<file path="config.mk">
export PLATFORM = sky130hd
export DESIGN_NAME = pipo_shift_engine
export DESIGN_NICKNAME = d
export VERILOG_FILES = /design/src/rtl/pipo_shift_engine.sv
export SDC_FILE = /design/constraint.sdc
export NUM_CORES = 1
export LEC_CHECK = 0
export CORE_ASPECT_RATIO = 2
export CORE_UTILIZATION = 43
export DETAILED_ROUTE_END_ITERATION = 8
export PLACE_DENSITY_LB_ADDON = 0.15
export SLEW_MARGIN = 25
export SYNTH_ARGS = -nofsm -noshare
export SYNTH_HDL_FRONTEND = slang
export SYNTH_SLANG_ARGS = --single-unit
</file>
<file path="constraint.sdc">
create_clock -name clk -period 1.29 [get_ports clk]
set_clock_uncertainty 0.05 [all_clocks]
set_input_delay 0.387 -clock clk [delete_from_list [all_inputs] [get_ports clk]]
set_output_delay 0.387 -clock clk [all_outputs]
set_load 0.05 [all_outputs]
</file>
<file path="src/rtl/pipo_shift_engine.sv">
// Parallel-in/parallel-out shift engine: loads a word, then performs one
// 1-bit shift/rotate step per clock until the requested distance is covered.
module pipo_shift_engine #(
    parameter int WIDTH = 16
) (
    input  logic                       clk,
    input  logic                       rst_n,
    input  logic [WIDTH-1:0]           data_in,
    input  logic                       load_en,
    input  logic                       start,
    input  logic [2:0]                 shift_mode,
    input  logic [$clog2(WIDTH)-1:0]   shift_amt,
    output logic [WIDTH-1:0]           data_out,
    output logic                       busy,
    output logic                       done,
    output logic                       carry_out,
    output logic                       overflow
);

    localparam int AMT_W = $clog2(WIDTH);

    localparam logic [2:0] MODE_LSL = 3'b000;
    localparam logic [2:0] MODE_LSR = 3'b001;
    localparam logic [2:0] MODE_ASL = 3'b010;
    localparam logic [2:0] MODE_ASR = 3'b011;
    localparam logic [2:0] MODE_ROL = 3'b100;
    localparam logic [2:0] MODE_ROR = 3'b101;

    typedef enum logic [1:0] {
        IDLE  = 2'd0,
        SHIFT = 2'd1,
        DONE  = 2'd2
    } state_t;

    // Handshake: load_en/start are level requests sampled on any rising edge
    // while not busy; load wins over start; requests seen while busy are dropped.

    state_t             state_q, state_d;
    logic [WIDTH-1:0]   data_q, data_d;
    logic               carry_q, carry_d;
    logic               ovf_q, ovf_d;
    logic [AMT_W-1:0]   cnt_q, cnt_d;
    logic [2:0]         mode_q, mode_d;

    logic [WIDTH-1:0]   step_data;
    logic               step_carry;
    logic               step_ovf;

    // One 1-bit step of the captured mode; reserved modes are a no-op.
    always_comb begin
        step_data  = data_q;
        step_carry = carry_q;
        step_ovf   = 1'b0;
        case (mode_q)
            MODE_LSL: begin
                step_data  = {data_q[WIDTH-2:0], 1'b0};
                step_carry = data_q[WIDTH-1];
            end
            MODE_ASL: begin
                step_data  = {data_q[WIDTH-2:0], 1'b0};
                step_carry = data_q[WIDTH-1];
                step_ovf   = data_q[WIDTH-1] ^ data_q[WIDTH-2];
            end
            MODE_LSR: begin
                step_data  = {1'b0, data_q[WIDTH-1:1]};
                step_carry = data_q[0];
            end
            MODE_ASR: begin
                step_data  = {data_q[WIDTH-1], data_q[WIDTH-1:1]};
                step_carry = data_q[0];
            end
            MODE_ROL: begin
                step_data  = {data_q[WIDTH-2:0], data_q[WIDTH-1]};
                step_carry = data_q[WIDTH-1];
            end
            MODE_ROR: begin
                step_data  = {data_q[0], data_q[WIDTH-1:1]};
                step_carry = data_q[0];
            end
            default: begin
                step_data  = data_q;
                step_carry = carry_q;
                step_ovf   = 1'b0;
            end
        endcase
    end

    always_comb begin
        state_d = state_q;
        data_d  = data_q;
        carry_d = carry_q;
        ovf_d   = ovf_q;
        cnt_d   = cnt_q;
        mode_d  = mode_q;
        case (state_q)
            IDLE, DONE: begin
                state_d = IDLE;
                if (load_en) begin
                    data_d  = data_in;
                    carry_d = 1'b0;
                    ovf_d   = 1'b0;
                end else if (start) begin
                    mode_d  = shift_mode;
                    cnt_d   = shift_amt;
                    carry_d = 1'b0;
                    ovf_d   = 1'b0;
                    state_d = (shift_amt != '0) ? SHIFT : DONE;
                end
            end
            SHIFT: begin
                data_d  = step_data;
                carry_d = step_carry;
                ovf_d   = ovf_q | step_ovf;
                cnt_d   = cnt_q - AMT_W'(1);
                if (cnt_q == AMT_W'(1)) begin
                    state_d = DONE;
                end
            end
            default: state_d = IDLE;
        endcase
    end

    always_ff @(posedge clk or negedge rst_n) begin
        if (!rst_n) begin
            state_q <= IDLE;
            data_q  <= '0;
            carry_q <= 1'b0;
            ovf_q   <= 1'b0;
            cnt_q   <= '0;
            mode_q  <= '0;
        end else begin
            state_q <= state_d;
            data_q  <= data_d;
            carry_q <= carry_d;
            ovf_q   <= ovf_d;
            cnt_q   <= cnt_d;
            mode_q  <= mode_d;
        end
    end

    assign data_out  = data_q;
    assign busy      = (state_q == SHIFT);
    assign done      = (state_q == DONE);
    assign carry_out = carry_q;
    assign overflow  = ovf_q;

endmodule

</file>
==> flow_metrics.tcl <==
set metrics [dict create \
    status "finished, violations left" \
    violations "negative setup slack" \
    netlist_instances 172 \
    cp_top_family "flip-flops" \
    initial_core_util_pct 45.7 \
    insertion_delay_ps 270 \
    syn-cell-area_um2 1670 \
    cts_buffer_depth 2 \
    crit_path_end_kind "primary output" \
    clock-root-buffer "clkbuf_8" \
    path_clk_slew_ps 100 \
    synth-edff-count 0 \
    num_vias 1888 \
    first_pass_iters 4 \
    rsz0062_at_grt "yes" \
    grt_overflow 0 \
    yosys.area.top_type "dfrtp_1" \
    maxSlewHeadroom_pct 78.4 \
    syn_area_per_cell_um2 9.70 \
    synthXorXnorAreaFrac_pct 0.525 \
    worstHoldPathType "input pin to asynchronous set/reset pin" \
    port-buffer-count 46 \
    final_cell_mix "buf_4, clkdlybuf4s50_1, buf_12" \
    worstPathArrival_ps 1130 \
    startpoint_type "flop" \
    yosys.area.top_type_share_pct 40.5 \
    grtUsageTotal_pct 30.5 \
    timing.final.crit_period_ps 1570 \
    cp_data_required_time_ps 850 \
    fin_ws_ps -281 \
    drive_gt1_share_pct 44.6 \
    drc_errors 0 \
    crit_path_cell_trace "nand2b_4 -> clkinv_4 -> buf_6 -> buf_12" \
    critPathMaxStageDelay_ps 440 \
    synth-simple-area-share_pct 18.5 \
    wire_per_inst_um 19.7 \
    synthArstFlopShare_pct 100 \
    synthTopCellsByArea "dfrtp_1, nand3_1, o2bb2ai_1" \
    die_area_um2 4150 \
    max_freq_mhz 637 \
    worstReg2RegStart "state_q[0]" \
    leakagePower_nw 1.33 \
    die_w_um 46.0 \
    critPathBufInv 3 \
    yosysSeqAreaShare_pct 40.5 \
    synth.area.mux_share_pct 4.28 \
    synth_compound_area_share_pct 24.3 \
    drv_slew 0 \
    cts.sinks 27 \
    synth_nets 201 \
    grt_max_degree 28 \
    total_power_mw 9.65 \
    setup_viol 43 \
    vias_per_cell 5.97 \
    hold_viol 0 \
    cts_hold_buf 0 \
    antenna_found_initial 0 \
    core_um2 3650 \
    routed_wl_um 6230 \
    ys.flop_type "dfrtp_1" \
    critPathKind "flop to primary output" \
    drv_cap 0 \
    globalplace.congestion 0.864 \
    final_nets 297 \
    h-tree-depth 1 \
    antenna_left 0 \
    ff2ff_path_depth 6 \
    fin_crit_sh_pct 122 \
    synth_top_family_by_area "compound AO/OA/AOI/OAI gates" \
    ys.warnings.count 0 \
    fillCellCount 230 \
    crit_path_max_fanout 3 \
    die_y_um 90.1 \
    slowest_stage "dfrtp_2" \
    rr_endpoint "cnt_q[1]" \
    post-dp-hpwl_um 3760 \
    synthAdderAreaFrac_pct 1.50 \
    boundaryPins 47 \
    drt_iter0_markers 79 \
    finish.utilization_pct 82.3 \
    cts-buffers-inserted 3 \
    final_common_cell "buf_4" \
    syn_to_final_growth_pct 79.9 \
    powerDensity_nw_per_um2 3220 \
    worst_slew_pin_slew_ps 322 \
    synth_cell_types 47 \
    timing.reg2reg.setup_slack_ps -250 \
    vdd_drop_max_uv 1770 \
    ys_seq_elements 27 \
    grt_pass1_wl_um 9320 \
    cts_tree "done" \
    diodes 0 \
    grt_pass1_vias 1986 \
    num_rows 31 \
]
-- layout make-up --
class                   count  area, µm²  share of cell area (%)
multi-input cells         116        966                    32.2
repair buffers            104       1180                    39.2
well taps                  49       61.3                    2.04
flip-flops and latches     27        687                    22.9
inverters                  16       65.1                    2.17
clock buffers               4       45.0                    1.50
-- per-layer routing --
| metal | GRT usage [%] | up-vias | part of all wire [%] |
|---|---|---|---|
| li1 | - | 836 | - |
| met1 | 29.8 | 923 | 32 |
| met2 | 55.0 | 99 | 58 |
| met3 | 4.22 | 30 | 5.0 |
| met4 | 17.6 | 0 | 5.3 |
| met5 | 0 | - | 0 |
-- worst max-delay path by stage --
stage | start | end | slack, ps | depth (start not counted)
after floorplan | state_q[0] | cnt_q[3] | -80 | 4
after global placement | load_en | cnt_q[3] | -560 | 3
after detailed placement | load_en | cnt_q[3] | -620 | 3
after CTS | state_q[0] | done | -270 | 3
after global routing | state_q[0] | busy | -300 | 4
final | state_q[0] | busy | -280 | 4
-- kinds of logic after synthesis --
kind of cell / Yosys count
AO/OA/AOI/OAI: 48
buffers and inverters: 30
flip-flops: 27
XOR/XNOR: 1
AND/OR/NAND/NOR: 57
multiplexers: 7
adder cells (fa/ha/maj): 2
-- flip-flops by register name (all words and copies together) (netlist names) --
register,count
cnt_q,4
state_q,2
overflow,1
data_out,16
carry_out,1
mode_q,3
-- Yosys cell counts, types with 4 or more instances --
master      n
nor3_1      6
inv_1      15
buf_4       4
nand3_1    20
nand2_1    12
o2bb2ai_1  10
mux2i_1     6
a32oi_1     9
nor2_1      7
dfrtp_1    27
buf_2       5
buf_6       5
o22ai_1     4
-- power by group --
group / internal, mW / switching [mW] / total (mW)
Combinational: 3.68 / 3.61 / 7.29
Clock: 0.222 / 0.279 / 0.501
Sequential: 1.33 / 0.530 / 1.86
-- stage by stage --
step           cells  hold slack [ps]  setup TNS (ps)  area, µm²  worst slack, ps
4_1_cts          313              413           -3610       2910             -268
6_report         316              405           -4530       3000             -281
3_5_place_dp     286              483          -12720       2560             -621
5_1_grt          316              421           -5700       3000             -298
2_1_floorplan    172             41.4            -206       1690            -83.6
3_3_place_gp     286              473          -11360       2560             -556
-- what timing repair did --
action,4_1_cts,5_1_grt
buffers inserted,22,3
gates resized for setup,34,15
cloned,1,0
pin swaps,4,7
setup endpoints to repair,47,47
No activity file was read; power rests on OpenSTA's default activity.
==> RTL edit 1 (same settings) <==
Change the parameter `WIDTH` from 16 to 64.
--- a/src/rtl/pipo_shift_engine.sv
+++ b/src/rtl/pipo_shift_engine.sv
@@ -1,7 +1,7 @@
 // Parallel-in/parallel-out shift engine: loads a word, then performs one
 // 1-bit shift/rotate step per clock until the requested distance is covered.
 module pipo_shift_engine #(
-    parameter int WIDTH = 16
+    parameter int WIDTH = 64
 ) (
     input  logic                       clk,
     input  logic                       rst_n,
Interface: changed (resized data_in, data_out and shift_amt); port bits go from 47 to 145. No check against the original RTL was run, so the function may have changed too.
==> RTL edit 1 against the unedited design <==
The flow still finishes with violations (negative setup slack). Wire length increased to 3.0 times the old value. Design area grew to 2.9 times the old value. Register-to-register slack worse by 0.28 ns. Worst setup slack worse by 0.25 ns. Sequential cell count is 50 higher. Synthesized area increased to 2.9 times the old value. Total power increased to 3.0 times the old value. Sequential share of layout area shrank 0.35 points. Critical path type is now reg -> reg. Critical endpoint is now data_out[49]$_DFFE_PN0P_. Core utilization is 2.6 points lower.
==> RTL edit 1: results (changes against the unedited design) <==
outcome -> complete, but fails checks
failing checks -> negative setup slack
vias in the first global route -> 5371 (+170%)
Pleak -> 4.09 nW (+210%)
Num CTS Buffers -> 9 (+6)
placed cells -> 749 (+160%)
layout cells sized above 1 -> 0.407 (-0.0390)
Syn Nets -> 547 (+170%)
Area contributors post-synth -> dfrtp_1 40%, and3_1 13%, o32a_1 12%
Slew headroom -> 0.673 (-0.111)
DR WL met2 -> 10.6 mm (+190%)
Inverters excl. clock -> 9 (-7)
met2 GRT Util -> 0.579 (+0.0288)
Synth top cells by count -> 102 x and3_1, 77 x dfrtp_1, 56 x a2bb2oi_1, 56 x o32a_1, 26 x clkbuf_1
DRT met1 WL -> 6.64 mm (+240%)
fin worst setup slack -> -0.533 ns (-0.252 ns)
Post-DP Area -> 0.00738 mm² (+190%)
clock buffers -> 11 (+7)
post-synthesis sequential area ratio -> 0.403 (-0.00249)
# setup viols final -> 145 (+240%)
sequential share of cell area -> 0.225 (-0.00346)
gpl congestion -> 0.861 (-0.34%)
Avg WL per Cell -> 22.3 µm (+13%)
met3 Usage GRT -> 0.0458 (+0.00361)
Crit-path slowest cell -> dfrtp_1
Pwr Density -> 3340 mW/mm² (+4.0%)
clock transition at the registers of the reported paths -> 0.06 ns (-0.04 ns)
Signal buffers -> 288 (+180%)
first-pass GRT wire length -> 27.6 mm (+200%)
GR Util met1 -> 0.322 (+0.0247)
flip-flop and latch count -> 77 (+190%)
Peak VDD IR -> 2.26 mV (+27%)
Layout non-clock buf frac -> 0.411 (+0.0189)
critical path's largest stage delay -> 0.41 ns (-0.03 ns)
max reg flops -> 64 (+48)
pin count of the biggest net entering global routing -> 63 (+130%)
GRT Total Usage -> 0.307 (+0.00221)
RTL edit 1: changes by cell type in the layout (fill, tap and decap cells not counted), moves of 9 or more:
cell             delta
and3_1            +102
a2bb2oi_1          +46
nor3_1             +16
clkbuf_16          +13
dfrtp_2            +14
inv_1               -9
a32oi_1             -9
dfrtp_1            +36
clkdlybuf4s50_1    +49
nand3_1            -18
buf_4              +60
buf_6               +9
o32a_1             +54
buf_12             +61
RTL edit 1: where the power goes:
part / internal (mW) / total (mW) / switching, mW
sequential: 3.81 / 5.26 / 1.45
clock: 1.80 / 2.84 / 1.04
combinational: 10.9 / 20.9 / 10.1
total: 16.5 / 29.0 / 12.5
RTL edit 1: worst max-delay path by stage:
stage / from / end / slack (ns)
4_1_cts: state_q[0]$_DFFE_PN0P_ / done / -0.48
3_3_place_gp: load_en / cnt_q[2]$_DFFE_PN0P_ / -0.71
2_1_floorplan: state_q[0]$_DFFE_PN0P_ / data_out[24]$_DFFE_PN0P_ / -0.30
5_1_grt: state_q[0]$_DFFE_PN0P_ / data_out[58]$_DFFE_PN0P_ / -0.57
3_5_place_dp: load_en / cnt_q[3]$_DFFE_PN0P_ / -0.75
6_report: state_q[0]$_DFFE_PN0P_ / data_out[49]$_DFFE_PN0P_ / -0.53
RTL edit 1: kinds of logic (layout without fill, tap and decap cells):
kind of cell / count (synthesis) / count (layout) / synth area share
XOR/XNOR: 1 / 1 / 0.00183
flip-flops: 77 / 77 / 0.403
adder cells (fa/ha/maj): 2 / 2 / 0.00523
AND/OR/NAND/NOR: 160 / 162 / 0.201
multiplexers: 6 / 6 / 0.0133
AO/OA/AOI/OAI: 152 / 152 / 0.287
buffers and inverters: 70 / 313 / 0.0894
==> RTL edit 2 (same flow settings) <==
Without the edit above. The 3 states of `state_t` get a one-hot encoding in 3 bits.
--- a/src/rtl/pipo_shift_engine.sv
+++ b/src/rtl/pipo_shift_engine.sv
@@ -26,10 +26,10 @@
     localparam logic [2:0] MODE_ROL = 3'b100;
     localparam logic [2:0] MODE_ROR = 3'b101;
 
-    typedef enum logic [1:0] {
-        IDLE  = 2'd0,
-        SHIFT = 2'd1,
-        DONE  = 2'd2
+    typedef enum logic [2:0] {
+        IDLE  = 3'b001,
+        SHIFT = 3'b010,
+        DONE  = 3'b100
     } state_t;
 
     // Handshake: load_en/start are level requests sampled on any rising edge
Function: same outputs for any inputs over 10 cycles, from zero or initial values and one cycle with rst_n low; not proved beyond that.
==> RTL edit 2 against the unedited design <==
The flow still finishes with violations (negative setup slack). Hold slack lost 0.15 ns. Worst setup slack got worse by 0.26 ns. Register-to-register slack lost 0.25 ns. Design area fell by 2.3%. Die area fell by 5.2%. Sequential cell count rose by 1. Wire length down 6.9%. Critical path depth unchanged. Synthesized area decreased by 5.3%. Critical path type unchanged.
Power is not compared: it rests on default switching activity, and its combinational part moved more than twofold at a synthesized area within 25%.
==> RTL edit 2: results (changes against the unedited design) <==
synthesized area -> 0.00158 mm² (-5.3%)
Area contributors post-synth -> dfrtp_1 43%, nand2_1 8.3%, o2bb2ai_1 7.8%
XOR/XNOR Fraction of Synth Area -> 0.0111 (+0.00584)
area occupied by multi-input gates -> 953 µm² (-1.3%)
Layout non-clock buf frac -> 0.374 (-0.0175)
clock buffers -> 3 (-1)
vias in the first global route -> 1980 (-0.30%)
layout cells sized above 1 -> 0.477 (+0.0318)
Synth cell types -> 40 (-15%)
outcome -> complete, but fails checks
Inverters excl. clock -> 5 (-11)
first-pass GRT wire length -> 9.25 mm (-0.74%)
failing checks -> negative setup slack
Compound-Gate Fraction of Synth Area -> 0.277 (+0.0335)
Synth top cells by count -> 35 x nand2_1, 27 x dfrtp_1, 20 x a21oi_1
Nets -> 296 (-0.34%)
GRT Total Usage -> 0.318 (+0.0131)
Syn Nets -> 202 (+0.50%)
flop-to-flop setup slack -> -0.50 ns (-0.25 ns)
WP data arrival -> 1.39 ns (+0.26 ns)
post-synthesis sequential area ratio -> 0.445 (+0.0394)
FF-to-FF End -> data_out[0]$_DFFE_PN0P_
Yosys reg bits -> 28 (+3.7%)
DR WL met2 -> 3.31 mm (-8.2%)
fin worst setup slack -> -0.538 ns (-0.257 ns)
DP HPWL -> 3.55 mm (-5.6%)
R2R cell count -> 7 (+1)
Crit-path slowest cell -> or3b_4
vias per cell -> 5.88 (-1.6%)
post-synthesis adder-cell area fraction -> 0.0158 (+0.000844)
# setup viols final -> 48 (+12%)
DRT met1 WL -> 2.05 mm (+3.6%)
Crit. Startpoint -> state_q[0]$_DFFE_PN1P_
Multi-In Gates -> 130 (+12%)
sequential share of cell area -> 0.245 (+0.0157)
DRT iter0 DRCs -> 77 (-2.5%)
==> RTL edit 2: cell count changes after synthesis, sizes merged, moves of 5 or more <==
cell,change
o21ai,+16
nand2,+23
nand3,-16
a32oi,-8
buf,-5
inv,-11
a21oi,+17
==> RTL edit 2: per-layer routing <==
metal  up-vias  GRT usage
li1        814          -
met1       905      0.359
met2       109      0.586
met3        18     0.0227
met4         0      0.138
met5         -          0
==> RTL edit 2: what timing repair did <==
action / 4_1_cts / 5_1_grt
setup endpoints to repair: 48 / 48
gates cloned: 1 / 0
pin swaps: 4 / 1
resized for setup: 33 / 15
buffers inserted: 19 / 2
==> RTL edit 2: per-stage QoR <==
stage	worst slack, ns	hold WS, ns	instances
after global placement	-0.555	0.502	288
after detailed placement	-0.595	0.503	288
after global routing	-0.567	0.263	314
after floorplan	-0.243	0.0414	173
final	-0.538	0.256	314
after CTS	-0.535	0.267	312
==> RTL edit 2: where the power goes <==
group / internal, mW / switching [mW]
combinational: 1.34 / 1.40
sequential: 1.12 / 0.288
clock: 0.416 / 0.300
